## src/rtl/step_motor_driver_if.sv

```systemverilog
// Control and status bundle for step_motor_driver: request/direction/enable in,
// coil drive and queue status out.
interface step_motor_driver_if;
  logic       enable;
  logic       step_req;
  logic       dir;
  logic [3:0] coil;
  logic       busy;
  logic [7:0] pending;
  logic       overflow;

  modport master (
    output enable, step_req, dir,
    input  coil, busy, pending, overflow
  );

  modport slave (
    input  enable, step_req, dir,
    output coil, busy, pending, overflow
  );
endinterface

```

## src/rtl/step_motor_driver.sv

```systemverilog
// Four-phase stepper driver: queues STEPS_PER_PULSE steps per request, steps every
// STEP_DIV cycles, then holds the coils energized for HOLD_CYCLES before releasing.
module step_motor_driver #(
  parameter int unsigned STEP_DIV        = 50000,
  parameter int unsigned STEPS_PER_PULSE = 8,
  parameter int unsigned HOLD_CYCLES     = 100000
) (
  input logic               clk,
  input logic               rst_n,
  step_motor_driver_if.slave bus
);

  localparam logic [1:0] IDLE = 2'd0;
  localparam logic [1:0] STEP = 2'd1;
  localparam logic [1:0] HOLD = 2'd2;

  localparam logic [19:0] STEP_RELOAD = 20'(STEP_DIV - 1);
  localparam logic [19:0] HOLD_RELOAD = 20'(HOLD_CYCLES - 1);
  localparam logic [8:0]  SPP         = 9'(STEPS_PER_PULSE);

  logic [1:0]  state;
  logic [1:0]  phase_idx;
  logic [19:0] step_tmr;
  logic [19:0] hold_tmr;
  logic [7:0]  pending_q;
  logic        overflow_q;
  logic [3:0]  coil_q;

  logic        step_ev;
  logic [1:0]  next_idx;
  logic [8:0]  req_sum;
  logic [7:0]  pending_nx;
  logic        ovf_set;

  function automatic logic [3:0] phase_pattern(input logic [1:0] idx);
    logic [3:0] p;
    case (idx)
      2'd0:    p = 4'b0011;
      2'd1:    p = 4'b0110;
      2'd2:    p = 4'b1100;
      default: p = 4'b1001;
    endcase
    return p;
  endfunction

  // A step fires immediately from IDLE/HOLD, or on step-timer expiry in STEP.
  always_comb begin
    step_ev    = bus.enable && (pending_q != 8'd0) &&
                 ((state != STEP) || (step_tmr == '0));
    next_idx   = bus.dir ? (phase_idx - 2'd1) : (phase_idx + 2'd1);
    req_sum    = {1'b0, pending_q} + SPP - 9'(step_ev);
    ovf_set    = 1'b0;
    pending_nx = pending_q - 8'(step_ev);
    if (bus.step_req) begin
      ovf_set    = req_sum[8];
      pending_nx = req_sum[8] ? 8'hFF : req_sum[7:0];
    end
  end

  always_ff @(posedge clk or negedge rst_n) begin
    if (!rst_n) begin
      state      <= IDLE;
      phase_idx  <= '0;
      step_tmr   <= '0;
      hold_tmr   <= '0;
      pending_q  <= '0;
      overflow_q <= 1'b0;
      coil_q     <= '0;
    end else if (!bus.enable) begin
      state      <= IDLE;
      step_tmr   <= '0;
      hold_tmr   <= '0;
      pending_q  <= '0;
      overflow_q <= 1'b0;
      coil_q     <= '0;
    end else begin
      pending_q <= pending_nx;
      if (ovf_set) overflow_q <= 1'b1;

      if (step_ev) begin
        phase_idx <= next_idx;
        coil_q    <= phase_pattern(next_idx);
        state     <= STEP;
        step_tmr  <= STEP_RELOAD;
      end else begin
        case (state)
          STEP: begin
            if (step_tmr == '0) begin
              state    <= HOLD;
              hold_tmr <= HOLD_RELOAD;
            end else begin
              step_tmr <= step_tmr - 20'd1;
            end
          end
          HOLD: begin
            if (hold_tmr == '0) begin
              state  <= IDLE;
              coil_q <= '0;
            end else begin
              hold_tmr <= hold_tmr - 20'd1;
            end
          end
          default: begin
            state  <= IDLE;
            coil_q <= '0;
          end
        endcase
      end
    end
  end

  assign bus.coil     = coil_q;
  assign bus.busy     = (state == STEP);
  assign bus.pending  = pending_q;
  assign bus.overflow = overflow_q;

endmodule

```

## src/flat_wrapper.sv

```systemverilog
// flat-port wrapper written by rule: the top's interface ports become plain ports
module step_motor_driver_flat 
#(
  parameter int unsigned STEP_DIV        = 50000,
  parameter int unsigned STEPS_PER_PULSE = 8,
  parameter int unsigned HOLD_CYCLES     = 100000
)
  (clk, rst_n, bus_enable, bus_step_req, bus_dir, bus_coil, bus_busy, bus_pending, bus_overflow);
  step_motor_driver_if bus_i ();
  input logic clk;
  input logic rst_n;
  input wire logic [$bits(bus_i.enable)-1:0] bus_enable;
  input wire logic [$bits(bus_i.step_req)-1:0] bus_step_req;
  input wire logic [$bits(bus_i.dir)-1:0] bus_dir;
  output wire logic [$bits(bus_i.coil)-1:0] bus_coil;
  output wire logic [$bits(bus_i.busy)-1:0] bus_busy;
  output wire logic [$bits(bus_i.pending)-1:0] bus_pending;
  output wire logic [$bits(bus_i.overflow)-1:0] bus_overflow;
  assign bus_i.enable = bus_enable;
  assign bus_i.step_req = bus_step_req;
  assign bus_i.dir = bus_dir;
  assign bus_coil = bus_i.coil;
  assign bus_busy = bus_i.busy;
  assign bus_pending = bus_i.pending;
  assign bus_overflow = bus_i.overflow;
  step_motor_driver #(.STEP_DIV(STEP_DIV), .STEPS_PER_PULSE(STEPS_PER_PULSE), .HOLD_CYCLES(HOLD_CYCLES)) u_core (.clk(clk), .rst_n(rst_n), .bus(bus_i));
endmodule
```

## config.mk

```make
export PLATFORM = sky130hd
export DESIGN_NAME = step_motor_driver_flat
export DESIGN_NICKNAME = d
export VERILOG_FILES = /design/src/rtl/step_motor_driver_if.sv /design/src/rtl/step_motor_driver.sv /design/src/flat_wrapper.sv
export SDC_FILE = /design/constraint.sdc
export NUM_CORES = 1
export LEC_CHECK = 0
export ABC_AREA = 1
export CAP_MARGIN = 40
export CORE_MARGIN = 2
export CORE_UTILIZATION = 35
export DETAILED_ROUTE_END_ITERATION = 16
export PLACE_DENSITY = 0.6
export SLEW_MARGIN = 20
export SYNTH_ARGS = -nofsm -noshare
export SYNTH_HDL_FRONTEND = slang
export SYNTH_SLANG_ARGS = --single-unit
```

## constraint.sdc

```tcl
create_clock -name clk -period 6.4 [get_ports clk]
set_input_delay 1.28 -clock clk [delete_from_list [all_inputs] [get_ports clk]]
set_output_delay 1.28 -clock clk [all_outputs]
set_load 0.05 [all_outputs]
```

==> summary.txt, run 1 <==
Outcome
  • Status: completed

STA
  • Pins Over Slew Limit: 0
  • RSZ-0062 raised after global routing: no
  • Least-Margin Pin Slew: 0.721 ns
  • Setup violators final: 0
  • Worst Skew: 0.00970 ns
  • Final hold violations: 0
  • Fin crit share: 0.673
  • Period minus WS final: 4.31 ns
  • Max-slew headroom: 0.519
  • Fmax: 232 MHz
  • Setup_tns: 0 ns

Setup path
  • Crit path largest cell delay: 0.56 ns
  • Crit path DAT: 4.56 ns
  • Crit path cell chain: clkdlybuf4s50_1 -> buf_4 -> inv_1 -> a31oi_2 -> nand2_4 -> inv_1 -> ha_1 -> inv_1 -> ha_1 -> inv_1 -> fa_1 -> inv_1 -> nand2_1 -> nand2_1 -> nand2_1 -> nand2_1 -> nand2_1 -> nand2_1 -> xor2_1 -> nor2_1 -> nor2_1
  • Worst-path fanout max: 21
  • CP endpoint kind: flip-flop
  • Worst path required time: 6.66 ns
  • Crit path kind: in -> reg
  • Most frequent cell on the critical path: nand2_1
  • Startpoint Class: input port
  • CP max-delay cell: inv_1

Pwr
  • Peak VDD IR: between 150 and 200 uV
  • Total chip power: roughly 2.3 mW
  • Pleak: 2.36 nW
  • PD cells: 495 nW/um^2

Floorplanning
  • Chip Height: 111 um
  • DIE AREA: 12,400 um^2
  • Core area: 11,300 um^2
  • Die Width: 111 um
  • Initial Util: 0.357
  • # rows: 39
  • Io pins: 19

Cells and area
  • Design area: between 4000 and 5000 um^2
  • N_diodes: 0
  • Share of layout cells above drive strength 1: 0.0819
  • Post-route insts no fill: ~730
  • Area delta synth->final: 15.9%
  • Final core occ: 0.414
  • Nets: 607
  • Fillers: between 1,000 and 1,500

Yosys
  • Mean Syn Cell Area: slightly above 7 um^2
  • Post-synth EDFFs: 0
  • Register area share after synthesis: 0.353
  • Distinct cells, synth: 37
  • Top post-synthesis cells by area: dfrtp_1 (35%), nand2_1 (14%), nor2_1 (8.0%)
  • Mapped Nets: 589
  • Post-Synthesis Cell Area: 4040 um^2
  • Synth top area share: 0.353
  • Async SR Flop Fraction: 1.00
  • Syn Inst Count: around 560
  • Post-synth top flop: dfrtp_1
  • YS warnings: 0
  • #FFs+latches synth: 57
  • Synth area leader: dfrtp_1

CTS
  • CTS Buf Count: 9
  • CTS Sinks: between 50 and 60
  • CTS tree: yes
  • Post-CTS Hold Buffers: 0
  • H-tree levels: 3
  • CTS resizes: 0
  • Clock root cell: clkbuf_16
  • Clock-pin transition on the worst setup and hold timing paths: 0.06 ns
  • Setup Fix Bufs, Post-CTS: 0
  • CTS Buffer Depth: 2
  • Clk_lat worst skew: 0.33 ns

Place
  • RD Place Congestion: 0.870
  • Final HPWL DP: roughly 6.3 mm
  • Placed cell area: 4310 um^2
  • Placed cell count: 712
  • IO buf count: 18

Detailed routing
  • 1st-iter DRT viols: 243
  • Vias per cell: a little under 5
  • First-pass iteration count of the detailed router: 4
  • Final wirelength: 9.03 mm
  • ANT nets after route: 0
  • DR vias: 3,560
  • Wirelength per Cell: 12.4 um
  • DRC: 0

Min path
  • Worst hold path type: reg -> reg

Global routing
  • GRT Util Overall: 0.153
  • Initial antenna violation count: 0
  • Largest net degree at the start of global routing: 58
  • First-pass GRT wire length: 15.7 mm
  • GRT overflow: 0
  • Vias in the first global route: 3,399

Run
  • Max-cap violations: 0
## cells in the final DEF, fill, tap and decap left out, drive strengths merged, types with 5 or more instances in the layout
master / instances
nand2: 156
nor2: 95
inv: 64
dfrtp: 57
o21ai: 43
nand3: 37
ha: 20
a21oi: 17
clkdlybuf4s50: 17
clkbuf: 12
xor2: 10
xnor2: 8
nand4: 7
nor3: 7
o21bai: 5
o211ai: 5
## flip-flops by register name, summed over array words and instances (netlist names)
register / flops
u_core.bus.coil: 4
u_core.bus.overflow: 1
u_core.bus.pending: 8
u_core.hold_tmr: 20
u_core.phase_idx: 2
u_core.state: 2
u_core.step_tmr: 20
## cells in the mapped netlist (2+ instances only)
master and number:
a31oi_1 2, clkbuf_1 4, nand3_4 2, o211ai_1 5
o21bai_1 5, o21ai_0 24, nand3_1 33, buf_6 4
o21ai_1 19, nand2_2 4, nand2_4 3, xor2_1 10
nand4_1 7, a21o_1 3, nor2_1 86, nor2_4 4
nor3_1 6, dfrtp_1 57, nand3_2 2, nor3b_2 3
inv_1 63, nand3b_1 4, nand2_1 149, xnor2_1 8
nor2_2 5, buf_4 2, buf_2 4, ha_1 20
a21oi_1 17
## per-stage QoR
stage / setup slack (ns) / hold slack [ns]
after detailed placement: 1.76 / 0.465
final: 2.09 / 0.471
after CTS: 2.08 / 0.476
after global placement: 1.86 / 0.458
after floorplan: 3.14 / 0.465
after global routing: 1.85 / 0.497
## worst max-delay path, delay by kind of cell
kind | cells | cell delay, ns
AO/OA/AOI/OAI | 1 | 0.12
buffers and inverters | 7 | 1.50
adder cells (fa/ha/maj) | 3 | 0.76
XOR/XNOR | 1 | 0.14
AND/OR/NAND/NOR | 9 | 0.75
## kinds of logic after synthesis
logic type / after synthesis / synth area share
compound gates: 77 / 0.110
xor+xnor: 18 / 0.0390
fa+ha+maj: 21 / 0.0669
buf+inv: 78 / 0.0830
flops: 57 / 0.353
simple gates: 312 / 0.348
## per-layer routing
layer  wire, um  vias to the layer above  track usage
met1       4310                     1659        0.196
met2       4250                       58        0.247
li1           -                     1835            -
met5          0                        -            0
met3        355                        8       0.0403
met4        114                        0       0.0626
## power by group
part	internal, mW	switching [mW]
clock network	0.372	0.172
registers	0.473	0.122
logic	0.403	0.776
## layout make-up
| class | instances | area (um^2) | share of cell area |
|---|---|---|---|
| Multi-Input combinational cell | 428 | 2280 | 0.487 |
| Sequential cell | 57 | 1430 | 0.305 |
| Clock buffer | 12 | 267 | 0.0569 |
| Inverter | 64 | 240 | 0.0513 |
| Timing Repair Buffer | 21 | 218 | 0.0465 |
| Tap cell | 143 | 179 | 0.0382 |
| Clock inverter | 4 | 73.8 | 0.0158 |
## final timing paths
check                                                start                               to  slack (ns)  depth (start not counted)
min in group asynchronous                            rst_n   u_core.step_tmr[5]$_DFFE_PN0P_        0.83                          2
setup reg to reg           u_core.bus.pending[2]$_DFF_PN0_  u_core.bus.pending[7]$_DFF_PN0_        3.27                         22
hold / removal              u_core.bus.coil[1]$_DFFE_PN0P_   u_core.bus.coil[1]$_DFFE_PN0P_        0.47                          2
max in group asynchronous                            rst_n  u_core.hold_tmr[11]$_DFFE_PN0P_        5.11                          3
setup / recovery                                bus_enable  u_core.bus.pending[7]$_DFF_PN0_        2.09                         21
hold reg to reg             u_core.bus.coil[1]$_DFFE_PN0P_   u_core.bus.coil[1]$_DFFE_PN0P_        0.47                          2
(Power assumes the default switching activity.)
==> run 2: changes to the inputs <==
clock period = 4.5 ns   (was 6.4 ns; I/O delays follow)
==> run 2 against run 1 <==
Against the previous run: clock power up 24%; wire length up 0.40%; largest cell class unchanged; cell count unchanged; worst hold slack better by 0.0092 ns; sequential share of layout area up 0.46 points; register-to-register slack lost 1.9 ns; critical path depth fell by 5.
==> summary.txt, run 2 (same netlist as run 1, synthesis figures left out) <==
Setup path
  • CP endpoint kind: flip-flop
  • Reg2reg path depth: 19 (-14%)
  • Worst-path fanout max: 18 (-14%)
  • Crit path kind: in -> reg
  • Startpoint Class: input port
  • Crit path DAT: 3.38 ns (-1.18 ns)
  • Worst path required time: 4.72 ns (-1.94 ns)

Global routing
  • GRT Util Overall: 0.159 (+0.00614)
  • First-pass GRT wire length: 16.4 mm (+4.4%)
  • GRT overflow: 0 (unchanged)
  • Initial antenna violation count: 0 (unchanged)
  • Largest net degree at the start of global routing: 42 (-28%)
  • Vias in the first global route: 3,505 (+3.1%)

Detailed routing
  • Vias per cell: 4.90 (+0.31%)
  • DRC: 0 (unchanged)
  • Final wirelength: 9.06 mm (+0.40%)
  • 1st-iter DRT viols: 227 (-6.6%)
  • Wirelength per Cell: 12.4 um (+0.40%)
  • DR vias: 3,571 (+0.31%)
  • ANT nets after route: 0 (unchanged)
  • First-pass iteration count of the detailed router: 4 (unchanged)

Place
  • Placed cell count: 713 (+0.14%)
  • Final HPWL DP: 6.50 mm (+2.4%)
  • IO buf count: 18 (unchanged)
  • RD Place Congestion: 0.877 (+0.76%)

STA
  • Setup violators final: 0 (unchanged)
  • Pins Over Slew Limit: 0 (unchanged)
  • Worst Skew: 0.00707 ns (-0.00263 ns)
  • Fin Hold WS: 0.480 ns (+0.00915 ns)
  • Fmax: 316 MHz
  • Least-Margin Pin Slew: 0.709 ns (-0.0117 ns)
  • Final hold violations: 0 (unchanged)
  • Period minus WS final: 3.17 ns
  • RSZ-0062 raised after global routing: no
  • Fin crit share: 0.704
  • Max-slew headroom: 0.527 (+0.00777)
  • Setup_tns: 0 ns (unchanged)

Cells and area
  • Nets: 607 (unchanged)
  • Area of the multi-input gates: 2280 um^2 (unchanged)
  • Commonest cells after routing, fill and taps aside: nand2_1 (149), nor2_1 (86), inv_1 (63)
  • Final core occ: 0.407 (-0.00619)
  • Share of layout cells above drive strength 1: 0.0768 (-0.00512)
  • Most common cell after layout, fill and taps aside: nand2_1
  • Post-route insts no fill: 729 (unchanged)
  • N_diodes: 0 (unchanged)
  • Reg area: 1430 um^2 (unchanged)
  • Area delta synth->final: 14.2%
  • Fillers: 1,177 (+2.2%)

Min path
  • Worst hold path type: reg -> reg
  • Hold Crit Depth: 2 (unchanged)

CTS
  • Clk_lat worst skew: 0.33 ns (about the same)
  • CTS Buffer Depth: 2 (unchanged)
  • Clock-pin transition on the worst setup and hold timing paths: 0.05 ns (about the same)
  • CTS resizes: 0 (unchanged)
  • H-tree levels: 3 (unchanged)
  • CTS tree: yes
  • CTS Buf Count: 9 (unchanged)
  • Clock root cell: clkbuf_16
  • CTS Sinks: 57 (unchanged)
  • Post-CTS Hold Buffers: 0 (unchanged)
  • Setup Fix Bufs, Post-CTS: 0 (unchanged)

Outcome
  • Status: completed

Run
  • Max-cap violations: 0 (unchanged)

Pwr
  • PD cells: 693 nW/um^2 (+40%)
  • Pleak: 2.33 nW (-1.4%)
  • Peak VDD IR: 317 uV (+64%)
  • Total chip power: 3.19 mW (+38%)

Floorplanning
  • # rows: 39 (unchanged)
  • Chip Height: 111 um (unchanged)
  • Io pins: 19 (unchanged)
  • DIE AREA: 12,400 um^2 (unchanged)
  • Core area: 11,300 um^2 (unchanged)
  • Die Width: 111 um (unchanged)
  • Initial Util: 0.357 (unchanged)
## run 2: critical path, stage by stage
cell and delay, ns:
clkdlybuf4s50_1 0.51, inv_1 0.08, a31oi_2 0.21, nand2_4 0.17, inv_1 0.15, ha_1 0.16
inv_1 0.05, ha_1 0.18, nand3b_1 0.09, nand2_1 0.10, nand3b_1 0.12, nand2_1 0.05
nand2_1 0.10, nand3_1 0.20, o21ai_0 0.24, inv_1 0.06
## run 2: path summary, 6_finish.rpt
kind	start	to	slack (ns)
max	bus_enable	u_core.bus.pending[3]$_DFF_PN0_	1.33
min in group asynchronous	rst_n	u_core.step_tmr[5]$_DFFE_PN0P_	0.49
min	u_core.bus.coil[3]$_DFFE_PN0P_	u_core.bus.coil[3]$_DFFE_PN0P_	0.48
max reg2reg	u_core.step_tmr[0]$_DFFE_PN0P_	u_core.bus.pending[3]$_DFF_PN0_	1.37
max in group asynchronous	rst_n	u_core.hold_tmr[19]$_DFFE_PN0P_	3.14
min reg2reg	u_core.bus.coil[3]$_DFFE_PN0P_	u_core.bus.coil[3]$_DFFE_PN0P_	0.48
## run 2: where the power goes
part / switching (mW) / internal, mW
clock network: 0.234 / 0.442
logic: 1.10 / 0.568
registers: 0.173 / 0.673
## run 2: per-stage QoR
step / setup WS [ns] / instance area (um^2)
after CTS: 1.30 / 4610
after global placement: 1.03 / 4320
after global routing: 1.06 / 4610
final: 1.33 / 4610
after detailed placement: 0.980 / 4320
after floorplan: 1.54 / 4040
## run 2: metal layers
layer / up-vias / routed length (um) / GRT usage
met4: 0 / 188 / 0.0658
met3: 15 / 242 / 0.0321
met1: 1674 / 4340 / 0.205
met5: - / 0 / 0
met2: 46 / 4300 / 0.262
li1: 1836 / - / -
## run 2: area by class of cell
cell class	instances	share of cell area
Multi-Input combinational cell	428	0.494
Timing Repair Buffer	21	0.0429
Inverter	64	0.0521
Clock buffer	13	0.0543
Tap cell	143	0.0388
Clock inverter	3	0.00868
Sequential cell	57	0.309
